`config.mk`:
```
export PLATFORM = sky130hd
export DESIGN_NAME = led_blink_arbiter
export DESIGN_NICKNAME = d
export VERILOG_FILES = /design/src/rtl/led_blink_arbiter_pkg.sv /design/src/rtl/led_blink_arbiter_rr_pick.sv /design/src/rtl/led_blink_arbiter.sv
export SDC_FILE = /design/constraint.sdc
export NUM_CORES = 1
export LEC_CHECK = 0
export ABC_AREA = 1
export CAP_MARGIN = 5
export CORE_MARGIN = 1.5
export CORE_UTILIZATION = 55
export DETAILED_ROUTE_END_ITERATION = 8
export PLACE_DENSITY = 0.77
export SLEW_MARGIN = 20
export SYNTH_ARGS = -nofsm -noshare
export SYNTH_HDL_FRONTEND = slang
export SYNTH_SLANG_ARGS = --single-unit
```
`constraint.sdc`:
```
create_clock -name i_clk -period 6.8 [get_ports i_clk]
set_clock_uncertainty 0.05 [all_clocks]
set_input_delay 1.36 -clock i_clk [delete_from_list [all_inputs] [get_ports i_clk]]
set_output_delay 1.36 -clock i_clk [all_outputs]
set_load 0.005 [all_outputs]
```
`src/rtl/led_blink_arbiter_pkg.sv`:
```
// Shared constants for the LED blocks on the 25 MHz Go Board, plus small
// elaboration-time helpers used to size counters and indices.
package led_blink_arbiter_pkg;

  localparam int unsigned CLK_HZ              = 25_000_000;
  localparam int unsigned DEFAULT_HALF_CYCLES = 12_500_000;
  localparam int unsigned DEFAULT_GAP_CYCLES  = 12_500_000;

  function automatic int unsigned max_u(input int unsigned a, input int unsigned b);
    return (a > b) ? a : b;
  endfunction

  function automatic int unsigned idx_width(input int unsigned n);
    return (n > 1) ? $clog2(n) : 1;
  endfunction

endpackage

```
`src/rtl/led_blink_arbiter_rr_pick.sv`:
```
// Combinational round-robin picker: first set request searching upward
// (modulo N_REQ) from ptr, returned both one-hot and as an index.
module rr_pick
  import led_blink_arbiter_pkg::*;
#(
  parameter  int unsigned N_REQ = 4,
  localparam int unsigned IW    = idx_width(N_REQ)
) (
  input  logic [N_REQ-1:0] req,
  input  logic [IW-1:0]    ptr,
  output logic [N_REQ-1:0] onehot,
  output logic [IW-1:0]    idx,
  output logic             valid
);

  logic [IW-1:0] cand;

  always_comb begin
    onehot = '0;
    idx    = '0;
    valid  = 1'b0;
    cand   = '0;
    for (int unsigned k = 0; k < N_REQ; k++) begin
      cand = IW'((32'(ptr) + k) % N_REQ);
      if (!valid && req[cand]) begin
        valid        = 1'b1;
        idx          = cand;
        onehot[cand] = 1'b1;
      end
    end
  end

endmodule

```
`src/rtl/led_blink_arbiter.sv`:
```
// Shares one active-low board LED between N_REQ requesters: round-robin grant,
// K on/off blinks per burst, then a fixed dark gap before the next arbitration.
module led_blink_arbiter
  import led_blink_arbiter_pkg::*;
#(
  parameter int unsigned N_REQ       = 4,
  parameter int unsigned CNT_W       = 4,
  parameter int unsigned HALF_CYCLES = DEFAULT_HALF_CYCLES,
  parameter int unsigned GAP_CYCLES  = DEFAULT_GAP_CYCLES
) (
  input  logic                   i_clk,
  input  logic                   i_rst,
  input  logic [N_REQ-1:0]       i_req,
  input  logic [N_REQ*CNT_W-1:0] i_blinks,
  output logic [N_REQ-1:0]       o_grant,
  output logic [N_REQ-1:0]       o_done,
  output logic                   o_busy,
  output logic                   o_led
);

  localparam int unsigned IW = idx_width(N_REQ);
  localparam int unsigned TW = $clog2(max_u(HALF_CYCLES, GAP_CYCLES) + 1);
  localparam logic [TW-1:0] HALF_RELOAD = TW'(HALF_CYCLES - 1);
  localparam logic [TW-1:0] GAP_RELOAD  = TW'((GAP_CYCLES == 0) ? 0 : GAP_CYCLES - 1);

  typedef enum logic [1:0] {S_IDLE, S_ON, S_OFF, S_GAP} state_t;

  state_t           state;
  logic [IW-1:0]    ptr;
  logic [TW-1:0]    timer;
  logic [CNT_W-1:0] remaining;

  logic [N_REQ-1:0] pick_onehot;
  logic [IW-1:0]    pick_idx;
  logic             pick_valid;
  logic [IW-1:0]    ptr_next;
  logic [CNT_W-1:0] blinks_sel;
  logic             in_burst;
  logic             abort;
  logic             burst_end;
  logic             last_off_next;

  rr_pick #(.N_REQ(N_REQ)) u_pick (
    .req    (i_req),
    .ptr    (ptr),
    .onehot (pick_onehot),
    .idx    (pick_idx),
    .valid  (pick_valid)
  );

  always_comb begin
    blinks_sel = '0;
    for (int unsigned n = 0; n < N_REQ; n++) begin
      if (pick_onehot[n]) blinks_sel = blinks_sel | i_blinks[n*CNT_W +: CNT_W];
    end
    ptr_next  = (pick_idx == IW'(N_REQ - 1)) ? '0 : pick_idx + IW'(1);
    in_burst  = (state == S_ON) || (state == S_OFF);
    abort     = in_burst && ((i_req & o_grant) == '0);
    // remaining<=1 at the end of OFF means the decrement lands on (or stays at) 0
    burst_end = (state == S_OFF) && (timer == '0) && (remaining <= CNT_W'(1));
    // o_done is registered, so it is launched on the edge entering the last OFF cycle
    last_off_next = (remaining == CNT_W'(1)) &&
                    (((state == S_ON)  && (timer == '0) && (HALF_CYCLES == 1)) ||
                     ((state == S_OFF) && (timer == TW'(1))));
  end

  always_ff @(posedge i_clk) begin
    if (i_rst) begin
      state     <= S_IDLE;
      ptr       <= '0;
      timer     <= '0;
      remaining <= '0;
      o_grant   <= '0;
      o_done    <= '0;
      o_busy    <= 1'b0;
      o_led     <= 1'b1;
    end else begin
      o_done <= '0;
      if (abort || burst_end) begin
        o_grant   <= '0;
        o_led     <= 1'b1;
        remaining <= '0;
        if (GAP_CYCLES == 0) begin
          state  <= S_IDLE;
          o_busy <= 1'b0;
          timer  <= '0;
        end else begin
          state <= S_GAP;
          timer <= GAP_RELOAD;
        end
      end else begin
        unique case (state)
          S_IDLE: begin
            if (pick_valid) begin
              o_grant   <= pick_onehot;
              ptr       <= ptr_next;
              remaining <= blinks_sel;
              o_busy    <= 1'b1;
              if (blinks_sel != '0) begin
                state <= S_ON;
                o_led <= 1'b0;
                timer <= HALF_RELOAD;
              end else begin
                // Zero-blink grant: a single dark OFF cycle with done, then the gap
                state  <= S_OFF;
                o_led  <= 1'b1;
                timer  <= '0;
                o_done <= pick_onehot;
              end
            end
          end
          S_ON: begin
            if (timer == '0) begin
              state <= S_OFF;
              o_led <= 1'b1;
              timer <= HALF_RELOAD;
            end else begin
              timer <= timer - TW'(1);
            end
          end
          S_OFF: begin
            if (timer == '0) begin
              state     <= S_ON;
              o_led     <= 1'b0;
              timer     <= HALF_RELOAD;
              remaining <= remaining - CNT_W'(1);
            end else begin
              timer <= timer - TW'(1);
            end
          end
          S_GAP: begin
            if (timer == '0) begin
              state  <= S_IDLE;
              o_busy <= 1'b0;
            end else begin
              timer <= timer - TW'(1);
            end
          end
          default: state <= S_IDLE;
        endcase
        if (last_off_next) o_done <= o_grant;
      end
    end
  end

endmodule
```
* Word-level counts from Yosys, hierarchy flattened
Cells that the tools add are included.
** Storage, ports and cells
- Logic and storage cells :: 142
- Output and inout port bits :: 10
- Register bits after elaboration :: 42
- Bits of input ports :: 22
** Operators by class
- Multiplexer cells :: 60
- $lt $le $gt $ge :: 9
- Bitwise gates (word level) :: 8
- Reductions and logical operators :: 34
- Add/sub/neg operators :: 6
- Equality and inequality tests :: 16
** Operators by type and width (count)
- $mux W24 :: 5
- $pmux W24 S3 :: 1
- $mux W4 :: 14
- $eq A24 B1 Y1 const B :: 1
- $logic_not A24 Y1 :: 1
- $or A4 B4 Y4 :: 6
- $sub A24 B1 Y24 const B :: 1
- $mux W2 :: 11
- $mux W1 :: 17
- $logic_and A1 B1 Y1 :: 12
- $lt A2 B3 Y1 const B :: 4
- $reduce_and A4 Y1 :: 3
- $ne A3 B3 Y1 const B :: 3
- $bmux W1 S2 :: 4
- $demux W1 S2 :: 4
- $ge A2 B1 Y1 const B :: 4
- $pmux W2 S4 :: 1
- $pmux W4 S2 :: 1
- $eq A2 B2 Y1 const B :: 3
- $ne A2 B2 Y1 const B :: 3
- $ne A3 B1 Y1 const B :: 2
- $reduce_and A2 Y1 :: 3
- $reduce_and A3 Y1 :: 2
- $add A2 B1 Y2 const B :: 2
- other kinds (18) :: 25

* Depth between registers and ports, before layout
Gate-level depths: netlist (run 1).
- Depth after elaboration :: 24
- Gate-level depth with buffers :: 19
- Depth with buffers taken out :: 18

* Hierarchy
Synthesis (run 1) repeated with hierarchy kept, for this count alone.
** Unflattened totals
- Cell total of the unflattened synthesis :: 541
- Area total of the unflattened synthesis :: 3264.4 µm²
** Modules (own cells, without submodules)
- led_blink_arbiter :: area an instance 2824.0 µm², cells each 467, times used 1, seq. area each 840.8 µm²
- rr_pick :: area an instance 440.4 µm², cells each 74, times used 1, seq. area each 0.0 µm²

* Worst setup path after synthesis (run 1)
No wires, ideal clock.
- Kind :: input to register
- From :: in i_req[1]
- To :: reg timer[4]
- Cell stages on the path :: 14
- Setup slack :: 3846 ps
- Required time :: 6627 ps
- Library setup time :: 123 ps
- Path buffers :: 1
- Arrival :: 2781 ps
- Cell sequence :: inv_1 -> nand2_1 -> nand3_4 -> nand2_4 -> nor2_4 -> a21oi_2 -> nand3_2 -> nand2_1 -> nand2_1 -> nor2_2 -> nand2_2 -> o21ai_4 -> buf_8 -> a21oi_2
** On the way
- Longest elaborated chain between the ends :: 24
- Elaborated cells on any way between the ends :: 44
- Classes of those cells :: eq/ne: 2; mux: 24; bitwise: 7; reduce/logical: 11
** Ends and longest elaborated chain
- start: declaration :: line led_blink_arbiter.sv:13 : input logic [N_REQ-1:0] i_req,
- $bmux W1 S2 :: line led_blink_arbiter_rr_pick.sv:25 : if (!valid && req[cand]) begin
- $mux W1 (not written as such) :: line led_blink_arbiter_rr_pick.sv:25
- $mux W1 :: line led_blink_arbiter_rr_pick.sv:25
- $logic_not A1 Y1 :: line led_blink_arbiter_rr_pick.sv:25
- $logic_and A1 B1 Y1 :: line led_blink_arbiter_rr_pick.sv:25
- $mux W1 :: line led_blink_arbiter_rr_pick.sv:25
- $logic_not A1 Y1 :: line led_blink_arbiter_rr_pick.sv:25
- $logic_and A1 B1 Y1 :: line led_blink_arbiter_rr_pick.sv:25
- (+8 left out)
- $mux W4 :: line led_blink_arbiter.sv:54 : if (pick_onehot[n]) blinks_sel = blinks_sel | i_blinks[n*CNT_W +: CNT_W];
- $or A4 B4 Y4 :: line led_blink_arbiter.sv:54
- $mux W4 :: line led_blink_arbiter.sv:54
- $reduce_bool A4 Y1 :: line led_blink_arbiter.sv:99 : if (blinks_sel != '0) begin
- $mux W24 :: line led_blink_arbiter.sv:99
- $mux W24 :: line led_blink_arbiter.sv:94 : if (pick_valid) begin
- $pmux W24 S3 :: line led_blink_arbiter.sv:92 : unique case (state)
- $mux W24 :: line led_blink_arbiter.sv:79 : if (abort || burst_end) begin
- end signal: assignment :: line led_blink_arbiter.sv:118 : timer <= timer - TW'(1);
- end signal: assignment :: line led_blink_arbiter.sv:128 : timer <= timer - TW'(1);
- end signal: assignment :: line led_blink_arbiter.sv:136 : timer <= timer - TW'(1);
- end: declaration :: line led_blink_arbiter.sv:30 : logic [TW-1:0] timer;
Parallel ways exist; a longest one is shown, timed or not. The select of a mux whose other input is x is not followed.
A chain may end at the register's enable or synchronous reset.

* Final worst setup path (run 1)
- From :: in i_req[2]
- To :: reg timer[13]
Same word-level chain as after synthesis.

==> results.sh, run 1 <==
export IMPL_hold_violations=0
export IMPL_netlist_top_cells_count="103 x nand2_1, 57 x nor2_1, 50 x inv_1, 42 x dfxtp_1, 42 x o21ai_0"
export IMPL_clk_latency_ns=0.30
export IMPL_ant_nets=0
export IMPL_syn_area_per_cell_um2=6.555
export IMPL_core_area_um2=5540
export IMPL_synth_edf_count=0
export IMPL_syn_cell_area_um2=3186
export IMPL_syn_num_nets=522
export IMPL_fin_ws_ns=3.027
export IMPL_layout_min_cycle_time_ns=3.773
export IMPL_reg2reg_depth=16
export IMPL_post_synth_top_count_cell="nand2_1"
export IMPL_synthDistinctLibCells=41
export IMPL_port_buffers=31
export IMPL_min_path_cells=1
export IMPL_clock_root_buffer="clkbuf_8"
export IMPL_synth_seq_area_share_pct=26.39
export IMPL_cts_sinks=42
export IMPL_hp_class="flop to flop"
export IMPL_dr_pass1_iters=5
export IMPL_syn_inst=486
export IMPL_post_route_drc_count=0
export IMPL_async_flop_share_pct=0
export IMPL_grt_pass1_wl_um=13590
export IMPL_final_core_util_pct=65.18
export IMPL_critPathMaxStageDelay_ns=0.55
export IMPL_routed_wl_um=8073
export IMPL_fin_setup_tns_ns=0
export IMPL_ctsHoldBuffers=0
export IMPL_drive_gt1_share_pct=10.49
export IMPL_rows=27
export IMPL_ctsResizeCount=0
export IMPL_power_leakage_nw=1.546
export IMPL_n_antenna_cell=0
export IMPL_synth_top_area_cell="dfxtp_1"
export IMPL_viasPerCell=5.554
export IMPL_cts_tree="yes"
export IMPL_cts_buffers_inserted=5
export IMPL_dr_first_iter_drc_count=215
export IMPL_synthTopCellsByArea="dfxtp_1 26%, nand2_1 12%, nor2_1 6.7%, o21ai_0 6.6%, a21oi_1 6.3%"
export IMPL_endpoint_kind="flop"
export IMPL_maxSlewViolCount=0
export IMPL_start_kind="input port"
export IMPL_max_freq_mhz=265.0
export IMPL_dieWidth_um=79.11
export IMPL_dieArea_um2=6258
export IMPL_internal_power_mw=0.7998
export IMPL_gp_congestion=0.9412
export IMPL_postCtsSetupRepairBufs=0
export IMPL_final_net_count=552
export IMPL_crit_type="input port to flop"
export IMPL_initial_core_util_pct=57.50
export IMPL_timing_hold_ws_ns=0.4019
export IMPL_synth_seq_cells=42
export IMPL_cp_startpoint="i_req[2]"
export IMPL_worstPathRequired_ns=6.95
export IMPL_min_period_over_period_pct=55.49
export IMPL_finalSetupViolations=0
export IMPL_maxSlewHeadroom_pct=59.29
export IMPL_cp_depth=16
export IMPL_crit_path_top_delay_cell="clkdlybuf4s50_1"
export IMPL_clk_pin_slew_ns=0.07
export IMPL_power_share_clock_pct=9.3
export IMPL_overflow=0
export IMPL_crit_chain="clkdlybuf4s50_1, inv_1, nand2_4, nand3_4, nand2_4, nor2_4, a21oi_2, nand3_2, nand2_1, nand2_1, nor2_2, nand2_2, o21ai_4, nand3_1, nand2_1, inv_1"
export IMPL_worst_slew_pin_transition_ns=0.6083
export IMPL_grt_pass1_vias=3011
export IMPL_ir_drop_mv=0.3134
export IMPL_crit_top_cell="nand2_1"
export IMPL_worstPathArrival_ns=3.92
export IMPL_num_vias=3260
export IMPL_power_density_nw_per_um2=480.9
export IMPL_pre_cts_ws_ns=2.748
export IMPL_p_sw_share_pct=53.94
export IMPL_cp_num_buf_inv=3
export IMPL_synth_top_area_share_pct=26.39
export IMPL_crit_family="simple AND/OR/NAND/NOR gates"
export IMPL_areaGrowthSynthToFinish_pct=13.35
export IMPL_clk_path_buf_depth=2
export IMPL_synth_warnings=0
export IMPL_path_max_fanout=16
export IMPL_hpwl_um=6024
export IMPL_comb_power_share_pct=66.6
export IMPL_cap_violations=0
export IMPL_rsz0062_at_grt="false"
export IMPL_antenna_found_initial=0
export IMPL_htree_levels=2
export IMPL_chipHeight_um=79.11
export IMPL_detail_route_wl_per_cell_um=13.75
export IMPL_grt_max_degree=20
export IMPL_p_seq_share_pct=24.1
export IMPL_ys_flop_type="dfxtp_1"
export IMPL_status="complete, no violations"
export IMPL_grt_use_total_pct=27.21
export IMPL_pin_count=32
export IMPL_p_sw_mw=0.9368
export IMPL_hp_start="timer[6]"
==> state kept, by name, indices dropped and copies added (netlist names), named ones only <==
register   flops
timer         24
o_done         4
o_grant        4
state          2
remaining      4
o_busy         1
ptr            1
o_led          1
==> final timing paths <==
path	slack, ns	end
max	3.03	timer[13]
min	0.40	timer[6]
max reg2reg	3.53	timer[13]
min reg2reg	0.40	timer[6]
==> cell type report <==
type | count | area [µm²]
multi-input cells | 378 | 2064
fillers | 525 | 1929
flip-flops and latches | 42 | 840.8
repair buffers | 31 | 310.3
inverters | 58 | 222.7
well taps | 72 | 90.09
clock buffers | 6 | 82.58
==> worst register-to-register path, delay by kind of cell, from the launching register on <==
family	cells	cell delay (ns)
compound gates	2	0.67
fa+ha+maj	1	0.38
buf+inv	3	0.25
flops	1	0.67
simple gates	10	1.16
==> placed cells by master (no fill, tap or decap), types with 2 or more instances in the layout <==
| cell | synthesis | layout |
|---|---|---|
| nor2_4 | 5 | 5 |
| clkdlybuf4s50_1 | 0 | 31 |
| a21oi_1 | 40 | 40 |
| inv_2 | 5 | 5 |
| a21boi_0 | 3 | 3 |
| clkinv_1 | 2 | 2 |
| nor3_1 | 18 | 18 |
| nand2_1 | 103 | 103 |
| clkbuf_8 | 0 | 6 |
| ha_1 | 14 | 14 |
| inv_1 | 50 | 50 |
| nand2_4 | 3 | 3 |
| dfxtp_1 | 42 | 42 |
| nand3_2 | 4 | 4 |
| a31oi_1 | 2 | 2 |
| xor2_1 | 8 | 8 |
| nor2_2 | 4 | 4 |
| a21oi_2 | 13 | 13 |
| a211oi_1 | 2 | 2 |
| xnor2_1 | 3 | 3 |
| o21ai_1 | 3 | 3 |
| nand4_1 | 9 | 9 |
| o21ai_0 | 42 | 42 |
| nand2_2 | 7 | 7 |
| nand3_4 | 2 | 2 |
| nand3_1 | 25 | 25 |
| nor2_1 | 57 | 57 |
==> per-layer routing <==
metal  wire, µm  up-vias  part of all wire, %  track usage, %
li1           -     1660                    -               -
met4         95        0                  1.2           7.719
met1       3770     1492                   47           36.88
met2       3773       96                   47           44.62
met5          0        -                    0               0
met3        432       12                  5.4           4.253
==> cells by family (layout without fill, tap and decap cells) <==
family / Yosys count / after routing / synth area share (%)
XOR/XNOR: 11 / 11 / 3.025
AND/OR/NAND/NOR: 240 / 240 / 35.35
adder cells (fa/ha/maj): 14 / 14 / 5.499
flip-flops: 42 / 42 / 26.39
AO/OA/AOI/OAI: 113 / 113 / 20.93
buffers and inverters: 66 / 95 / 8.798
==> through the flow <==
stage	total power [mW]	cell area [µm²]	cells
global route	1.904	3611	587
detailed placement	1.552	3528	581
finish	1.737	3611	587
global placement	1.534	3528	581
floorplan	1.323	3186	486
CTS	1.722	3611	587
==> power groups by stage <==
stage          registers, mW  logic, mW  clock network [mW]
2_1_floorplan          0.394      0.929                   0
3_3_place_gp           0.420       1.11                   0
4_1_cts                0.416       1.14               0.165
6_report               0.419       1.16               0.162
3_5_place_dp           0.421       1.13                   0
5_1_grt                0.429       1.30               0.175
(Power assumes the default switching activity.)
==> inputs of run 2 (changes only) <==
==> constraint.sdc (replaced) <==
create_clock -name i_clk -period 3.9 [get_ports i_clk]
set_clock_uncertainty 0.05 [all_clocks]
set_input_delay 0.78 -clock i_clk [delete_from_list [all_inputs] [get_ports i_clk]]
set_output_delay 0.78 -clock i_clk [all_outputs]
set_load 0.005 [all_outputs]
==> run 2 against run 1 <==
Register-to-register slack got worse by 2.8 ns. Sequential share of layout area barely moved. Utilization barely moved. Critical path type is now flop to flop. Largest cell class unchanged.
==> results.sh, run 2 (same netlist as run 1, synthesis figures left out) <==
export IMPL_dr_pass1_iters=5
export IMPL_pre_cts_ws_ns=0.4550
export IMPL_num_vias=3274
export IMPL_start_kind="flop"
export IMPL_final_cell_mix="103 x nand2_1, 57 x nor2_1, 50 x inv_1"
export IMPL_timing_hold_ws_ns=0.4005
export IMPL_path_max_fanout=16
export IMPL_cap_violations=0
export IMPL_ant_nets=0
export IMPL_ir_drop_mv=0.5959
export IMPL_dr_first_iter_drc_count=233
export IMPL_cts_buffers_inserted=5
export IMPL_critPathMaxStageDelay_ns=0.52
export IMPL_n_antenna_cell=0
export IMPL_min_path_cells=1
export IMPL_rsz0062_at_grt="false"
export IMPL_crit_path_top_delay_cell="o21ai_4"
export IMPL_crit_chain="inv_1, ha_1, inv_1, nand3_1, nand2_1, nor2_4, a21oi_2, nand3_2, nand2_1, nand2_1, nor2_1, nand2_2, o21ai_4, nand3_1, nand2_1, inv_1"
export IMPL_crit_family="simple AND/OR/NAND/NOR gates"
export IMPL_max_freq_mhz=312.8
export IMPL_core_area_um2=5540
export IMPL_hold_violations=0
export IMPL_layout_min_cycle_time_ns=3.197
export IMPL_pin_count=32
export IMPL_fin_ws_ns=0.7034
export IMPL_clock_root_buffer="clkbuf_8"
export IMPL_power_density_nw_per_um2=835.1
export IMPL_overflow=0
export IMPL_fin_setup_tns_ns=0
export IMPL_dieWidth_um=79.11
export IMPL_layout_commonest_cell="nand2_1"
export IMPL_largest_reg_flops=24
export IMPL_areaGrowthSynthToFinish_pct=13.39
export IMPL_ctsResizeCount=0
export IMPL_chipHeight_um=79.11
export IMPL_regArea_um2=840.8
export IMPL_multi_input_area_um2=2064
export IMPL_worstPathArrival_ns=3.35
export IMPL_cts_sinks=42
export IMPL_internal_power_mw=1.388
export IMPL_comb_power_share_pct=67.0
export IMPL_reg2reg_to="timer[12]"
export IMPL_endpoint_kind="flop"
export IMPL_ff2ff_setup_slack_ns=0.70
export IMPL_clk_latency_ns=0.29
export IMPL_detail_route_wl_per_cell_um=13.57
export IMPL_p_seq_share_pct=24.2
export IMPL_grt_pass1_vias=3037
export IMPL_clk_path_buf_depth=2
export IMPL_initial_core_util_pct=57.50
export IMPL_worstPathRequired_ns=4.05
export IMPL_fin_area_um2=3612
export IMPL_p_sw_share_pct=54.00
export IMPL_cp_num_buf_inv=3
export IMPL_maxSlewViolCount=0
export IMPL_final_core_util_pct=65.20
export IMPL_power_leakage_nw=1.546
export IMPL_dieArea_um2=6258
export IMPL_drive_gt1_share_pct=10.44
export IMPL_power_share_clock_pct=8.8
export IMPL_regMostFlops="timer"
export IMPL_grt_use_total_pct=26.72
export IMPL_clk_pin_slew_ns=0.08
export IMPL_final_net_count=553
export IMPL_grt_pass1_wl_um=13550
export IMPL_htree_levels=2
export IMPL_cts_tree="yes"
export IMPL_reg2reg_depth=16
export IMPL_finalSetupViolations=0
export IMPL_viasPerCell=5.559
export IMPL_min_period_over_period_pct=81.96
export IMPL_maxSlewHeadroom_pct=60.07
export IMPL_routed_wl_um=7995
export IMPL_crit_type="flop to flop"
export IMPL_placed_cell_area_um2=3536
export IMPL_rows=27
export IMPL_crit_top_cell="nand2_1"
export IMPL_r2r_start="ptr[1]"
export IMPL_min_to="timer[6]"
export IMPL_worst_slew_pin_transition_ns=0.5966
export IMPL_p_sw_mw=1.629
export IMPL_postCtsSetupRepairBufs=0
export IMPL_fill_cells=529
export IMPL_gp_congestion=0.9425
export IMPL_post_route_drc_count=0
export IMPL_hpwl_um=6072
export IMPL_hp_class="flop to flop"
export IMPL_grt_max_degree=20
export IMPL_hp_start="timer[6]"
export IMPL_port_buffers=31
export IMPL_ctsHoldBuffers=0
export IMPL_status="complete, no violations"
export IMPL_antenna_found_initial=0
==> run 2: per-stage QoR <==
stage	total power [mW]	cells
detailed placement	2.717	582
finish	3.017	589
global placement	2.683	582
CTS	2.991	589
floorplan	2.307	486
global route	3.299	589
==> run 2: how the worst max path moves through the flow <==
stage | startpoint | to | slack, ns | depth (start not counted)
after floorplan | ptr[1] | timer[4] | 1.43 | 15
after global placement | i_req[2] | timer[13] | 0.56 | 16
after detailed placement | i_req[2] | timer[13] | 0.46 | 16
after CTS | ptr[1] | timer[13] | 0.71 | 16
after global routing | flop | timer[13] | 0.41 | 16
final | ptr[1] | timer[12] | 0.70 | 16
==> run 2: final cells by class <==
| class | instances | area share, % |
|---|---|---|
| Clock buffer | 7 | 2.113 |
| Sequential cell | 42 | 23.28 |
| Tap cell | 72 | 2.494 |
| Timing Repair Buffer | 32 | 8.798 |
| Multi-Input combinational cell | 378 | 57.15 |
| Inverter | 58 | 6.166 |
==> run 2: worst reg2reg max path, stage by stage, from the launching register on <==
cell	delay, ns
dfxtp_1	0.49
inv_1	0.23
ha_1	0.39
inv_1	0.12
nand3_1	0.08
nand2_1	0.14
nor2_4	0.09
a21oi_2	0.15
nand3_2	0.17
nand2_1	0.10
nand2_1	0.06
nor2_1	0.14
nand2_2	0.11
o21ai_4	0.52
nand3_1	0.16
nand2_1	0.09
inv_1	0.04
==> run 2: power groups by stage <==
stage / clock network (mW) / logic, mW / registers, mW
CTS: 0.273 / 1.99 / 0.725
detailed placement: 0 / 1.98 / 0.734
finish: 0.266 / 2.02 / 0.731
global placement: 0 / 1.95 / 0.732
global route: 0.292 / 2.26 / 0.749
floorplan: 0 / 1.62 / 0.687
==> run 2: per-layer routing <==
layer  GRT usage (%)  part of all wire, %
met1           36.18                   47
met2           45.73                   48
met3           3.448                  4.6
met4           4.912                 0.33
met5               0                    0
